$ cat config.mk
export PLATFORM = sky130hd
export DESIGN_NAME = mem_access_unit_flat
export DESIGN_NICKNAME = d
export VERILOG_FILES = /design/src/rtl/mem_access_unit_if.sv /design/src/rtl/mem_access_unit.sv /design/src/flat_wrapper.sv
export SDC_FILE = /design/constraint.sdc
export NUM_CORES = 1
export LEC_CHECK = 0
export BUFFER_PORTS_ARGS = -buffer_cell sky130_fd_sc_hd__buf_2
export CORE_ASPECT_RATIO = 1.5
export CORE_MARGIN = 4
export CORE_UTILIZATION = 44
export DETAILED_ROUTE_END_ITERATION = 8
export GPL_TIMING_DRIVEN = 0
export PLACE_DENSITY = 0.84
export SYNTH_ARGS = -nofsm -noshare
export SYNTH_HDL_FRONTEND = slang
export SYNTH_SLANG_ARGS = --single-unit
$ cat constraint.sdc
create_clock -name clk -period 3.6 [get_ports clk]
set_input_delay 0.72 -clock clk [delete_from_list [all_inputs] [get_ports clk]]
set_output_delay 0.72 -clock clk [all_outputs]
set_load 0.005 [all_outputs]
$ cat src/rtl/mem_access_unit_if.sv
// Bundle between the M-stage pipeline, the memory access unit and external memory.
// The slave modport is the unit's view; master is the surrounding environment.
interface mem_access_unit_if #(
  parameter int DATA_WIDTH = 32
);
  logic [DATA_WIDTH-1:0] ALUResultM;
  logic [DATA_WIDTH-1:0] WriteDataM;
  logic                  MemWriteM;
  logic [1:0]            ResultSrcM;
  logic [2:0]            MemCtrlM;
  logic                  MemReq;
  logic                  MemWe;
  logic [DATA_WIDTH-1:0] MemAddr;
  logic [DATA_WIDTH-1:0] MemWData;
  logic [3:0]            MemBe;
  logic                  MemAck;
  logic [DATA_WIDTH-1:0] MemRData;
  logic [DATA_WIDTH-1:0] ReadDataM;
  logic                  StallM;
  logic                  MisalignM;

  modport slave (
    input  ALUResultM, WriteDataM, MemWriteM, ResultSrcM, MemCtrlM, MemAck, MemRData,
    output MemReq, MemWe, MemAddr, MemWData, MemBe, ReadDataM, StallM, MisalignM
  );

  modport master (
    output ALUResultM, WriteDataM, MemWriteM, ResultSrcM, MemCtrlM, MemAck, MemRData,
    input  MemReq, MemWe, MemAddr, MemWData, MemBe, ReadDataM, StallM, MisalignM
  );
endinterface

$ cat src/rtl/mem_access_unit.sv
// M-stage load/store unit: aligns byte/half/word accesses onto a word-wide memory
// with a req/ack handshake, stalling the pipeline until the access completes.
module mem_access_unit #(
  parameter int DATA_WIDTH = 32
) (
  input  logic               clk,
  input  logic               rst,
  mem_access_unit_if.slave   bus
);

  typedef enum logic [1:0] {IDLE, BUSY, DONE} state_t;

  state_t                r_state;
  logic                  r_req;
  logic                  r_we;
  logic [DATA_WIDTH-1:0] r_addr;
  logic [DATA_WIDTH-1:0] r_wdata;
  logic [3:0]            r_be;
  logic [2:0]            r_ctrl;
  logic [1:0]            r_off;
  logic [DATA_WIDTH-1:0] r_rdata;
  logic                  r_misalign;

  logic                  w_valid;
  logic                  w_mis;
  logic                  w_start;
  logic [1:0]            w_off;

  // Size code low bits: 00 byte, 01 half, anything else behaves as a word.
  function automatic logic f_misaligned(input logic [2:0] ctrl, input logic [1:0] off);
    case (ctrl[1:0])
      2'b00:   f_misaligned = 1'b0;
      2'b01:   f_misaligned = off[0];
      default: f_misaligned = (off != 2'b00);
    endcase
  endfunction

  function automatic logic [3:0] f_be(input logic [2:0] ctrl, input logic [1:0] off);
    case (ctrl[1:0])
      2'b00:   f_be = 4'b0001 << off;
      2'b01:   f_be = 4'b0011 << off;
      default: f_be = 4'b1111;
    endcase
  endfunction

  function automatic logic [DATA_WIDTH-1:0] f_wdata(input logic [2:0] ctrl,
                                                    input logic [DATA_WIDTH-1:0] d);
    case (ctrl[1:0])
      2'b00:   f_wdata = {4{d[7:0]}};
      2'b01:   f_wdata = {2{d[15:0]}};
      default: f_wdata = d;
    endcase
  endfunction

  function automatic logic [DATA_WIDTH-1:0] f_load(input logic [2:0] ctrl, input logic [1:0] off,
                                                   input logic [DATA_WIDTH-1:0] rd);
    logic signed [7:0]  b;
    logic signed [15:0] h;
    b = rd[{off, 3'b000} +: 8];
    h = rd[{off[1], 4'b0000} +: 16];
    case (ctrl)
      3'b000:  f_load = {{(DATA_WIDTH-8){b[7]}}, b};
      3'b100:  f_load = {{(DATA_WIDTH-8){1'b0}}, b};
      3'b001:  f_load = {{(DATA_WIDTH-16){h[15]}}, h};
      3'b101:  f_load = {{(DATA_WIDTH-16){1'b0}}, h};
      default: f_load = rd;
    endcase
  endfunction

  assign w_off   = bus.ALUResultM[1:0];
  assign w_valid = bus.MemWriteM | (bus.ResultSrcM == 2'b01);
  assign w_mis   = f_misaligned(bus.MemCtrlM, w_off);
  assign w_start = (r_state == IDLE) & w_valid & ~w_mis;

  always_ff @(posedge clk or posedge rst) begin
    if (rst) begin
      r_state    <= IDLE;
      r_req      <= 1'b0;
      r_we       <= 1'b0;
      r_addr     <= '0;
      r_wdata    <= '0;
      r_be       <= 4'b0000;
      r_ctrl     <= 3'b000;
      r_off      <= 2'b00;
      r_rdata    <= '0;
      r_misalign <= 1'b0;
    end else begin
      r_misalign <= 1'b0;
      case (r_state)
        IDLE: begin
          if (w_valid && w_mis) begin
            r_misalign <= 1'b1;
          end else if (w_valid) begin
            r_req   <= 1'b1;
            r_we    <= bus.MemWriteM;
            r_addr  <= {bus.ALUResultM[DATA_WIDTH-1:2], 2'b00};
            r_wdata <= f_wdata(bus.MemCtrlM, bus.WriteDataM);
            r_be    <= f_be(bus.MemCtrlM, w_off);
            r_ctrl  <= bus.MemCtrlM;
            r_off   <= w_off;
            r_state <= BUSY;
          end
        end
        BUSY: begin
          if (bus.MemAck) begin
            r_req   <= 1'b0;
            if (!r_we) r_rdata <= f_load(r_ctrl, r_off, bus.MemRData);
            r_state <= DONE;
          end
        end
        // One free cycle lets the frozen E/M register advance before the next accept.
        DONE:    r_state <= IDLE;
        default: r_state <= IDLE;
      endcase
    end
  end

  assign bus.MemReq    = r_req;
  assign bus.MemWe     = r_we;
  assign bus.MemAddr   = r_addr;
  assign bus.MemWData  = r_wdata;
  assign bus.MemBe     = r_be;
  assign bus.ReadDataM = r_rdata;
  assign bus.MisalignM = r_misalign;
  assign bus.StallM    = ~rst & ((r_state == BUSY) | w_start);

endmodule

$ cat src/flat_wrapper.sv
// flat-port wrapper written by rule: the top's interface ports become plain ports
module mem_access_unit_flat 
#(
  parameter int DATA_WIDTH = 32
)
  (clk, rst, bus_ALUResultM, bus_WriteDataM, bus_MemWriteM, bus_ResultSrcM, bus_MemCtrlM, bus_MemAck, bus_MemRData, bus_MemReq, bus_MemWe, bus_MemAddr, bus_MemWData, bus_MemBe, bus_ReadDataM, bus_StallM, bus_MisalignM);
  mem_access_unit_if #(.DATA_WIDTH(DATA_WIDTH)) bus_i ();
  input  logic clk;
  input  logic rst;
  input wire logic [$bits(bus_i.ALUResultM)-1:0] bus_ALUResultM;
  input wire logic [$bits(bus_i.WriteDataM)-1:0] bus_WriteDataM;
  input wire logic [$bits(bus_i.MemWriteM)-1:0] bus_MemWriteM;
  input wire logic [$bits(bus_i.ResultSrcM)-1:0] bus_ResultSrcM;
  input wire logic [$bits(bus_i.MemCtrlM)-1:0] bus_MemCtrlM;
  input wire logic [$bits(bus_i.MemAck)-1:0] bus_MemAck;
  input wire logic [$bits(bus_i.MemRData)-1:0] bus_MemRData;
  output wire logic [$bits(bus_i.MemReq)-1:0] bus_MemReq;
  output wire logic [$bits(bus_i.MemWe)-1:0] bus_MemWe;
  output wire logic [$bits(bus_i.MemAddr)-1:0] bus_MemAddr;
  output wire logic [$bits(bus_i.MemWData)-1:0] bus_MemWData;
  output wire logic [$bits(bus_i.MemBe)-1:0] bus_MemBe;
  output wire logic [$bits(bus_i.ReadDataM)-1:0] bus_ReadDataM;
  output wire logic [$bits(bus_i.StallM)-1:0] bus_StallM;
  output wire logic [$bits(bus_i.MisalignM)-1:0] bus_MisalignM;
  assign bus_i.ALUResultM = bus_ALUResultM;
  assign bus_i.WriteDataM = bus_WriteDataM;
  assign bus_i.MemWriteM = bus_MemWriteM;
  assign bus_i.ResultSrcM = bus_ResultSrcM;
  assign bus_i.MemCtrlM = bus_MemCtrlM;
  assign bus_i.MemAck = bus_MemAck;
  assign bus_i.MemRData = bus_MemRData;
  assign bus_MemReq = bus_i.MemReq;
  assign bus_MemWe = bus_i.MemWe;
  assign bus_MemAddr = bus_i.MemAddr;
  assign bus_MemWData = bus_i.MemWData;
  assign bus_MemBe = bus_i.MemBe;
  assign bus_ReadDataM = bus_i.ReadDataM;
  assign bus_StallM = bus_i.StallM;
  assign bus_MisalignM = bus_i.MisalignM;
  mem_access_unit #(.DATA_WIDTH(DATA_WIDTH)) u_core (.clk(clk), .rst(rst), .bus(bus_i));
endmodule
* Word-level counts from Yosys, hierarchy flattened
Cells that the tools add are included.
** Word-level totals
- Output and inout port bits :: 104
- Bits of input ports :: 105
- Bits in registers :: 108
- Word-level logic and storage cells :: 56
** Cells by class
- Shift-type cells :: 4
- Muxes and demuxes :: 14
- Equal/unequal tests :: 9
- Reductions and logical operators :: 10
- Bitwise gates (word level) :: 9
** Operator list (count)
- one-hot mux 32 bit (4 select lines) :: 1
- one-hot mux 32 bit (2 select lines) :: 1
- variable part select 32 x 6 -> 16 bit :: 1
- variable part select 32 x 6 -> 8 bit :: 1
- AND reduction 3 bit :: 3
- one-hot mux 4 bit (2 select lines) :: 1
- equality test 2 x 1 -> 1 bit, second input constant :: 3
- equality test 3 bit, second input constant :: 2
- 2-to-1 mux 2 bit :: 3
- 2-to-1 mux 1 bit :: 5
- logical NOT 2 bit :: 2
- inequality test 2 bit, second input constant :: 2
- inverter 1 bit :: 4
- one-hot mux 1 bit (2 select lines) :: 2
- one-hot mux 2 bit (2 select lines) :: 1
- AND reduction 4 bit :: 1
- nonzero test 2 bit :: 2
- left shift 1 x 2 -> 4 bit, first input constant :: 1
- left shift 2 x 2 -> 4 bit, first input constant :: 1
- AND 1 bit :: 3
- equality test 3 x 1 -> 1 bit, second input constant :: 1
- logical NOT 3 bit :: 1
- inequality test 2 x 1 -> 1 bit, second input constant :: 1
- OR 1 bit :: 2
- logical AND 1 bit :: 1

* Logic depth before layout (Yosys ltp)
- Depth in word-level cells :: 6
- Depth in mapped cells :: 7
- Mapped depth without buffers :: 4

* Worst setup path after synthesis
OpenSTA, ideal clock, no wires.
- Kind :: input port to output port
- From :: input bus_ResultSrcM[0]
- To :: output bus_StallM
- Arrival :: 1.689 ns
- Stages :: 5
- Slack :: 1.191 ns
- Cells stage by stage :: nor2b_1 o21a_1 o21ai_0 buf_2 a21oi_1
** On the way
- Longest elaborated chain between the ends :: 6
** Ends and longest elaborated chain
- start: declaration :: line flat_wrapper.sv:13 : input wire logic [$bits(bus_i.ResultSrcM)-1:0] bus_ResultSrcM;
- equality test 2 x 1 -> 1 bit :: line mem_access_unit.sv:71 : assign w_valid = bus.MemWriteM | (bus.ResultSrcM == 2'b01);
- OR 1 bit :: line mem_access_unit.sv:71
- AND 1 bit (2 in series) :: line mem_access_unit.sv:73 : assign w_start = (r_state == IDLE) & w_valid & ~w_mis;
- OR 1 bit :: line mem_access_unit.sv:125 : assign bus.StallM = ~rst & ((r_state == BUSY) | w_start);
- AND 1 bit :: line mem_access_unit.sv:125
- end: declaration :: line flat_wrapper.sv:23 : output wire logic [$bits(bus_i.StallM)-1:0] bus_StallM;
Every way passes these cells.

* Final worst setup path
- From :: input bus_ResultSrcM[1]
- To :: output bus_StallM
The elaborated chain is that of the path after synthesis.

==> flow_summary.yaml <==
run_status:
  status: "finished, final reports clean"
global_routing:
  antenna_found_initial: 0
  grtUsageTotal: 0.2270
  grt-ovfl-total: 0
  grt_pass1_vias: 4835
  grt_max_degree: 57
  grt_pass1_wl_um: 23830
timing:
  final.setup_skew_ps: 5.540
  fmax_mhz: 340.4
  setup_viol: 0
  max_slew.worst_pin.slew_ps: 743.4
  fin_crit_ps: 2938
  rsz0062_at_grt: "no"
  hold_viol: 0
  drv_slew: 0
  final.period_utilization: 0.8160
  finalSetupTns_ps: 0
  max_slew_margin: 0.5039
  holdWs_ps: 489.2
route:
  routed_via_density: 5.449
  drt_iter0_markers: 262
  avgRoutedWirePerCell_um: 18.72
  drt-pass1-iter-count: 5
  num_vias: 4452
  routed_wl_um: 15300
  drc: 0
  ant_nets: 0
critical_path:
  critPathMaxStageDelay_ps: 340
  arrival_ps: 2220
  cp_common_cell: "buf_2"
  worst_ep_required_time_ps: 2880
  critPathKind: "in2out"
  endpoint_kind: "output port"
  crit_slowest_cell: "nor2b_1"
  cp_max_fo: 10
  worstPathCellList: "buf_2, nor2b_1, o21a_1, o21ai_0, buf_2, a21oi_1, buf_2"
  critPathLaunchType: "input pin"
clock_network:
  clock_latency_ps: 350
  clk_path_buf_depth: 2
  clk_pin_slew_worst_paths_ps: 70
  ctsResizeCount: 0
  htreeDepth: 3
  cts_made_buffers: 9
  postCtsSetupRepairBufs: 0
  postCtsHoldBufs: 0
  root_buffer: "clkbuf_16"
  cts_tree: "done"
  cts_sinks: 108
yosys:
  ys_warn_count: 0
  synth_seq_cells: 108
  syn-mean-instance-area_um2: 11.52
  synthCells: 444
  yosysUniqueCellTypes: 51
  async_flop_share: 1.000
  syn_area_um2: 5115
  synthFlopType: "dfrtp_1"
  yosysSeqAreaShare: 0.5284
  synth_edf_count: 0
layout:
  seq_area_um2: 2703
  area_growth_pct: 29.94
  final_common_cell: "buf_2"
  drive_gt1_frac: 0.4633
  final_cells: 817
  fillers: 1002
  nets: 767
  diodes: 0
  multi_input_area_um2: 2176
  final_cell_mix: "buf_2, dfrtp_1, nand2_1, o21ai_0, mux2_2"
floorplan:
  initial_core_util: 0.4459
  die_x_um: 96.04
  die_area_um2: 13450
  ioPinCount: 209
  fp.coreArea_um2: 11470
  rows: 48
  die_y_um: 140.1
placement:
  dp_hpwl_um: 11980
  routabilityCongestion: 0.8692
  portBuffers: 205
  placedCellCount: 801
run:
  cap_violations: 0
power:
  vdd_drop_max_uv: 308.5
  power_density_nw_per_um2: 715.2
  p_leak_nw: 3.273
hold_path:
  hp-class: "reg2reg"
-- per-layer routing --
layer	track usage	routed length [um]	vias to the layer above
met5	0	0	-
met4	0.1229	610	0
met3	0.04352	1187	49
met2	0.4012	8061	222
met1	0.2478	5437	2137
li1	-	-	2044
-- final timing paths --
path | end | slack, ps | from | cells after the start
setup / recovery | bus_StallM | 660 | bus_ResultSrcM[1] | 7
hold reg to reg | u_core.bus.ReadDataM[1]$_DFFE_PP0P_ | 490 | u_core.bus.ReadDataM[1]$_DFFE_PP0P_ | 2
min in group asynchronous | u_core.r_state[1]$_DFFE_PP0P_ | 500 | rst | 2
hold / removal | u_core.bus.ReadDataM[1]$_DFFE_PP0P_ | 490 | u_core.bus.ReadDataM[1]$_DFFE_PP0P_ | 2
max in group asynchronous | u_core.bus.MemWData[23]$_DFFE_PP0P_ | 2400 | rst | 3
setup reg to reg | u_core.bus.ReadDataM[16]$_DFFE_PP0P_ | 1640 | u_core.r_off[1]$_DFFE_PP0P_ | 5
-- cells by family after synthesis --
group	synth area share
other	0.0007332
AO/OA/AOI/OAI	0.1270
buffers and inverters	0.04697
multiplexers	0.1776
AND/OR/NAND/NOR	0.1194
flip-flops	0.5284
-- cell usage after synthesis (all sizes together), types with 2 or more instances --
library cell  count  area [um^2]
a21oi            16        83.83
a222oi            6        60.06
a2bb2oi           9        78.83
a31oi             2        12.51
and2              2        12.51
buf              21        168.9
clkbuf           13        48.80
dfrtp           108         2703
inv               6        22.52
mux2             56        705.7
mux2i            18        180.2
nand2            47        176.4
nand3            33        165.2
nor2             11        72.57
nor2b             4        25.02
nor3              4        31.28
nor3b             2        25.02
o2111ai           4        35.03
o21ai            48        244.0
o31ai             9        67.56
or3               7        43.79
-- stage by stage --
stage               power [mW]    util  cell area, um^2  setup WS (ps)
floorplan                2.979       -             5119          34.40
global placement         3.749  0.5520             6332          -1092
detailed placement       3.837  0.5546             6362          680.3
CTS                      4.794  0.5794             6646          673.7
global route             5.073  0.5794             6646          575.6
finish                   4.754  0.5794             6646          662.5
-- worst max-delay path, delay by kind of cell --
family	cells	cell delay, ps
simple gates	1	340
buf+inv	3	500
compound gates	3	640
-- report_power, final --
part           switching (mW)  internal, mW  leakage, nW
Clock                   0.467         0.481        0.138
Combinational           0.862         0.931         1.84
Sequential              0.284          1.73         1.29
Total                    1.61          3.14         3.27
-- sequential cells by signal (all words and copies together), names as in the netlist --
signal and flops:
u_core.bus.MemAddr 30, u_core.bus.MemWData 32, u_core.r_state 2, u_core.r_off 2, u_core.bus.MemBe 4, u_core.r_ctrl 3, u_core.bus.MemWe 1, u_core.bus.MemReq 1
u_core.bus.MisalignM 1, u_core.bus.ReadDataM 32
-- area by class of cell --
class | count | share of cell area
buffer | 34 | 0.03276
sequential | 108 | 0.4066
tap | 150 | 0.02824
clock inverter | 7 | 0.008848
timing repair buffer | 206 | 0.1585
multi-input combinational | 297 | 0.3274
clock buffer | 9 | 0.03389
inverter | 6 | 0.003765
No activity file was read; power rests on OpenSTA's default activity.
